File: config.mk
export PLATFORM = sky130hd
export DESIGN_NAME = seg_scan_ctrl
export DESIGN_NICKNAME = d
export VERILOG_FILES = /design/src/rtl/seg_scan_ctrl.sv
export SDC_FILE = /design/constraint.sdc
export NUM_CORES = 1
export LEC_CHECK = 0
export ABC_AREA = 1
export BUFFER_PORTS_ARGS = -buffer_cell sky130_fd_sc_hd__buf_2
export CORE_MARGIN = 10
export CORE_UTILIZATION = 55
export DETAILED_ROUTE_END_ITERATION = 8
export GPL_TIMING_DRIVEN = 0
export HOLD_SLACK_MARGIN = 0.06
export PLACE_DENSITY = 0.76
export SLEW_MARGIN = 25
export SYNTH_ARGS = -nofsm -noshare
export SYNTH_HDL_FRONTEND = slang
export SYNTH_SLANG_ARGS = --single-unit
File: constraint.sdc
create_clock -name clk -period 5.25 [get_ports clk]
set_input_delay 0.2625 -clock clk [delete_from_list [all_inputs] [get_ports clk]]
set_output_delay 0.2625 -clock clk [all_outputs]
set_load 0.01 [all_outputs]
File: src/rtl/seg_scan_ctrl.sv
// rtl/seg_scan_ctrl.sv - multiplexed seven-segment scan controller with frame-synchronous digit update
//
// Ports:
//   clk        rising-edge clock
//   rst        synchronous active-high reset
//   load       single-cycle strobe capturing digits_in into the pending register
//   digits_in  NUM_DIGITS BCD nibbles, nibble i at [4i+3:4i], top nibble most significant
//   digit_en   per-digit enable, 0 forces that digit dark
//   blank_lz   1 enables leading-zero blanking (digit 0 is never blanked)
//   encoded    nibble for the downstream cathode decoder, 4'hF when dark
//   anode      active-low one-hot digit select, all ones when dark
//   frame_done one-cycle pulse in the first cycle of each new scan
module seg_scan_ctrl #(
    parameter int NUM_DIGITS   = 8,
    parameter int REFRESH_DIV  = 100000,
    parameter int BLANK_CYCLES = 1000
) (
    input  logic                      clk,
    input  logic                      rst,
    input  logic                      load,
    input  logic [4*NUM_DIGITS-1:0]   digits_in,
    input  logic [NUM_DIGITS-1:0]     digit_en,
    input  logic                      blank_lz,
    output logic [3:0]                encoded,
    output logic [NUM_DIGITS-1:0]     anode,
    output logic                      frame_done
);

    localparam int CW = $clog2(REFRESH_DIV);
    localparam int IW = $clog2(NUM_DIGITS);
    localparam logic [CW-1:0] LAST_CNT  = CW'(REFRESH_DIV - 1);
    localparam logic [CW-1:0] BLANK_END = CW'(BLANK_CYCLES);
    localparam logic [IW-1:0] LAST_IDX  = IW'(NUM_DIGITS - 1);

    typedef enum logic {
        BLANK = 1'b0,
        SHOW  = 1'b1
    } phase_t;

    logic [CW-1:0]           div_cnt;
    logic [IW-1:0]           idx;
    phase_t                  phase;
    logic [4*NUM_DIGITS-1:0] active;
    logic [4*NUM_DIGITS-1:0] pending;
    logic                    pending_valid;

    logic          slot_wrap;
    logic          frame_wrap;
    logic [CW-1:0] next_cnt;

    assign slot_wrap  = (div_cnt == LAST_CNT);
    assign frame_wrap = slot_wrap && (idx == LAST_IDX);
    assign next_cnt   = slot_wrap ? '0 : div_cnt + 1'b1;

    always_ff @(posedge clk) begin
        if (rst) begin
            div_cnt       <= '0;
            idx           <= '0;
            phase         <= BLANK;
            active        <= '0;
            pending       <= '0;
            pending_valid <= 1'b0;
            frame_done    <= 1'b0;
        end else begin
            div_cnt    <= next_cnt;
            // Phase is derived from the counter value it will sit beside,
            // so the registered phase always agrees with div_cnt.
            phase      <= (next_cnt < BLANK_END) ? BLANK : SHOW;
            frame_done <= frame_wrap;
            if (slot_wrap) begin
                idx <= (idx == LAST_IDX) ? '0 : idx + 1'b1;
            end
            // The active register only changes at a frame boundary so a
            // frame never mixes two loaded values.
            if (frame_wrap && pending_valid) begin
                active        <= pending;
                pending_valid <= 1'b0;
            end
            // A load on the boundary edge still lands in pending; active has
            // already taken the previous pending contents above.
            if (load) begin
                pending       <= digits_in;
                pending_valid <= 1'b1;
            end
        end
    end

    // Leading-zero detection: the current digit is blanked when it and every
    // more significant nibble are zero.
    logic       upper_nonzero;
    logic       lz_blank;
    logic       lit;
    logic [3:0] cur_nib;

    always_comb begin
        upper_nonzero = 1'b0;
        for (int j = 0; j < NUM_DIGITS; j++) begin
            if ((IW'(j) >= idx) && (active[4*j +: 4] != 4'd0)) begin
                upper_nonzero = 1'b1;
            end
        end
        lz_blank = blank_lz && (idx != '0) && !upper_nonzero;
        cur_nib  = active[{idx, 2'b00} +: 4];
        lit      = (phase == SHOW) && digit_en[idx] && !lz_blank;
    end

    assign anode   = lit ? ~(NUM_DIGITS'(1) << idx) : '1;
    assign encoded = lit ? cur_nib : 4'hF;

endmodule

==> results.toml <==
[finish]
fillers = 689
fin_nets = 701
final_layout_size_suffix_gt1_share_pct = 15.6
syn_to_final_growth_pct = 15.3
final_common_cell = "nor2_1"
antenna_cells = 0
layout_common_cells = "152 x nor2_1, 87 x dfxtp_1, 69 x nand2_1, 63 x buf_2, 60 x inv_1"

[power_and_ir_drop]
switchingPower_uw = 303
p_per_area_mw_per_mm2 = 271
switching_share_pct = 23.4
p_int_uw = 989
p_seq_share_pct = 53.5
comb_power_share_pct = 4.9
ir_drop_mv = 0.262
power.leakage_nw = 2.09
pwr-share-clk_pct = 41.6
p_total_mw = 1.29

[detailed_routing]
num_vias = 3965
drt_iter0_markers = 283
dr.pass1.iters = 5
drc = 0
detail-route-antenna-nets = 0
wirelength_um = 10700
wl_per_cell_um = 14.3
viasPerCell = 5.26

[synth]
yosysSeqAreaShare_pct = 42.2
ys_ff_latch = 87
synth_nets = 634
syn_inst = 583
yosys_warnings = 0
ys_top_cells_by_area = "dfxtp_1 42%, nor2_1 14%, nand2_1 6.3%, o21ai_0 5.7%, inv_1 5.5%"
synth_area_per_cell_um2 = 7.08
yosysTopAreaCell = "dfxtp_1"
synth_top_area_share_pct = 42.2
synthesis.area_mm2 = 0.00413
ys_types = 31

[worst_hold_path]
min-delay-start = "digits_in[13]"
min_path_type = "input port to flip-flop"

[sta]
fin_ws_ps = 1790
period_needed_ps = 3460
skew_ps = 11.8
rsz0062_at_grt = "false"
finalCritPeriodShare_pct = 65.9
setup_viol = 0
slew_violations = 0
tns_ps = 0
max_freq_mhz = 289
hold_viol = 0
max_slew.worst_pin.slew_ps = 727
max_slew_margin_pct = 51.5

[place]
dp_slack_ps = 2280
gp_congestion = 0.933
port_buffers = 56
dp_hpwl_um = 8130

[cts]
post_cts_resized = 0
cts_tree = "yes"
cts_buffers = 9
clkTransAtPathRegs_ps = 90
cts_sinks = 87
root_buffer = "clkbuf_8"
cts.path.max_buffers = 2
insertion_delay_ps = 370
postCtsHoldBufs = 0
htree_levels = 3
cts_setup_buffers = 0

[critical_path]
endpoint = "encoded[2]"
worstSetupPathType = "flip-flop to output pin"
slowest_stage = "buf_1"
critPathMaxFanout = 11
slowest_delay_ps = 410
rrSetupSlack_ps = 3210
reg2reg_depth = 11
cp-start-kind = "flip-flop"
cp.required_ps = 4990
crit_start = "idx[0]"
r2r_start = "div_cnt[0]"
r2r-end = "active[7]"
end_kind = "output pin"
crit_path_cell_trace = "buf_2, inv_1, buf_1, ha_1, inv_1, nand3_1, nand3b_1, a21oi_1, o21ai_0, clkbuf_1, nand3_1, buf_2"
cp.arrival_ps = 3200

[global_routing]
first_global_vias = 3776
grt_overflow = 0
grt_first_pass_wirelength_um = 18100
antenna_found_initial = 0
grt_max_degree = 16
grt_usage_pct = 19.2

[job]
maxCapViolCount = 0

[die]
rows = 31
die_width_um = 107
die_area_mm2 = 0.0114
start_util_pct = 56.6
boundaryPins = 57
core-area_mm2 = 0.00729
die_y_um = 107

[run_status]
status = "finished, final reports clean"
## worst min-delay path by stage
stage	endpoint	slack (ps)	cells after the start
floorplan	pending[21]	400	2
global placement	div_cnt[0]	440	1
detailed placement	active[1]	480	2
CTS	pending[13]	100	3
global route	pending[13]	110	3
finish	pending[13]	110	3
## state kept, by name, indices dropped and copies added (netlist names)
| signal | cells |
|---|---|
| div_cnt | 17 |
| pending | 32 |
| phase | 1 |
| pending_valid | 1 |
| idx | 3 |
| frame_done | 1 |
| active | 32 |
## stage by stage
step	util, %	hold slack (ps)	std cells	instance area, um2
after CTS	65.3	105	754	4760
after global routing	65.3	115	754	4760
after global placement	62.2	441	738	4530
after floorplan	-	397	583	4130
final	65.3	108	754	4760
after detailed placement	62.2	477	738	4530
## synth_stat cells, drive strengths merged
library cell,n
a211oi,28
a21boi,1
a21oi,15
a31oi,3
buf,15
clkbuf,13
dfxtp,87
ha,7
inv,63
nand2,73
nand3,38
nand3b,1
nand4,14
nor2,156
nor3,10
nor4,1
o211ai,6
o21a,1
o21ai,47
o221ai,1
xnor2,1
xor2,2
## worst max-delay path: cells and delay by family (launching register included)
family                     cells  cell delay [ps]
AOI/OAI and AO/OA              2              410
buffers and inverters          6             1450
adders and majority gates      1              250
DFF                            1              340
and+or+nand+nor                3              390
## area by class of cell
class | instances | area, um2 | share of cell area [%]
multi-input cells | 405 | 2020 | 42.5
flip-flops and latches | 87 | 1740 | 36.6
repair buffers | 56 | 280 | 5.89
inverters | 63 | 236 | 4.97
clock buffers | 10 | 138 | 2.89
plain buffers | 28 | 129 | 2.71
well taps | 99 | 124 | 2.60
clock inverters | 6 | 91.3 | 1.92
## kinds of logic after synthesis
family                     Yosys count  share of synthesized area, %
adders and majority gates            7                          2.12
xor gates and xnor gates             3                         0.636
buffers and inverters               91                          8.85
AOI/OAI and AO/OA                  102                          15.9
DFF                                 87                          42.2
and+or+nand+nor                    293                          30.3
## power by group through the flow
stage	sequential, mW	combinational (mW)	clock [mW]
2_1_floorplan	0.702	0.0367	0
3_3_place_gp	0.705	0.0617	0
3_5_place_dp	0.706	0.0638	0
4_1_cts	0.691	0.0642	0.540
5_1_grt	0.693	0.0739	0.566
6_report	0.691	0.0638	0.537
## per-layer routing
layer | vias up | share of wire (%) | track usage, %
li1 | 2040 | - | -
met1 | 1782 | 47 | 26.0
met2 | 130 | 45 | 30.0
met3 | 13 | 6.4 | 4.31
met4 | 0 | 1.5 | 5.61
met5 | - | 0 | 0
No activity file was read; power rests on OpenSTA's default activity.
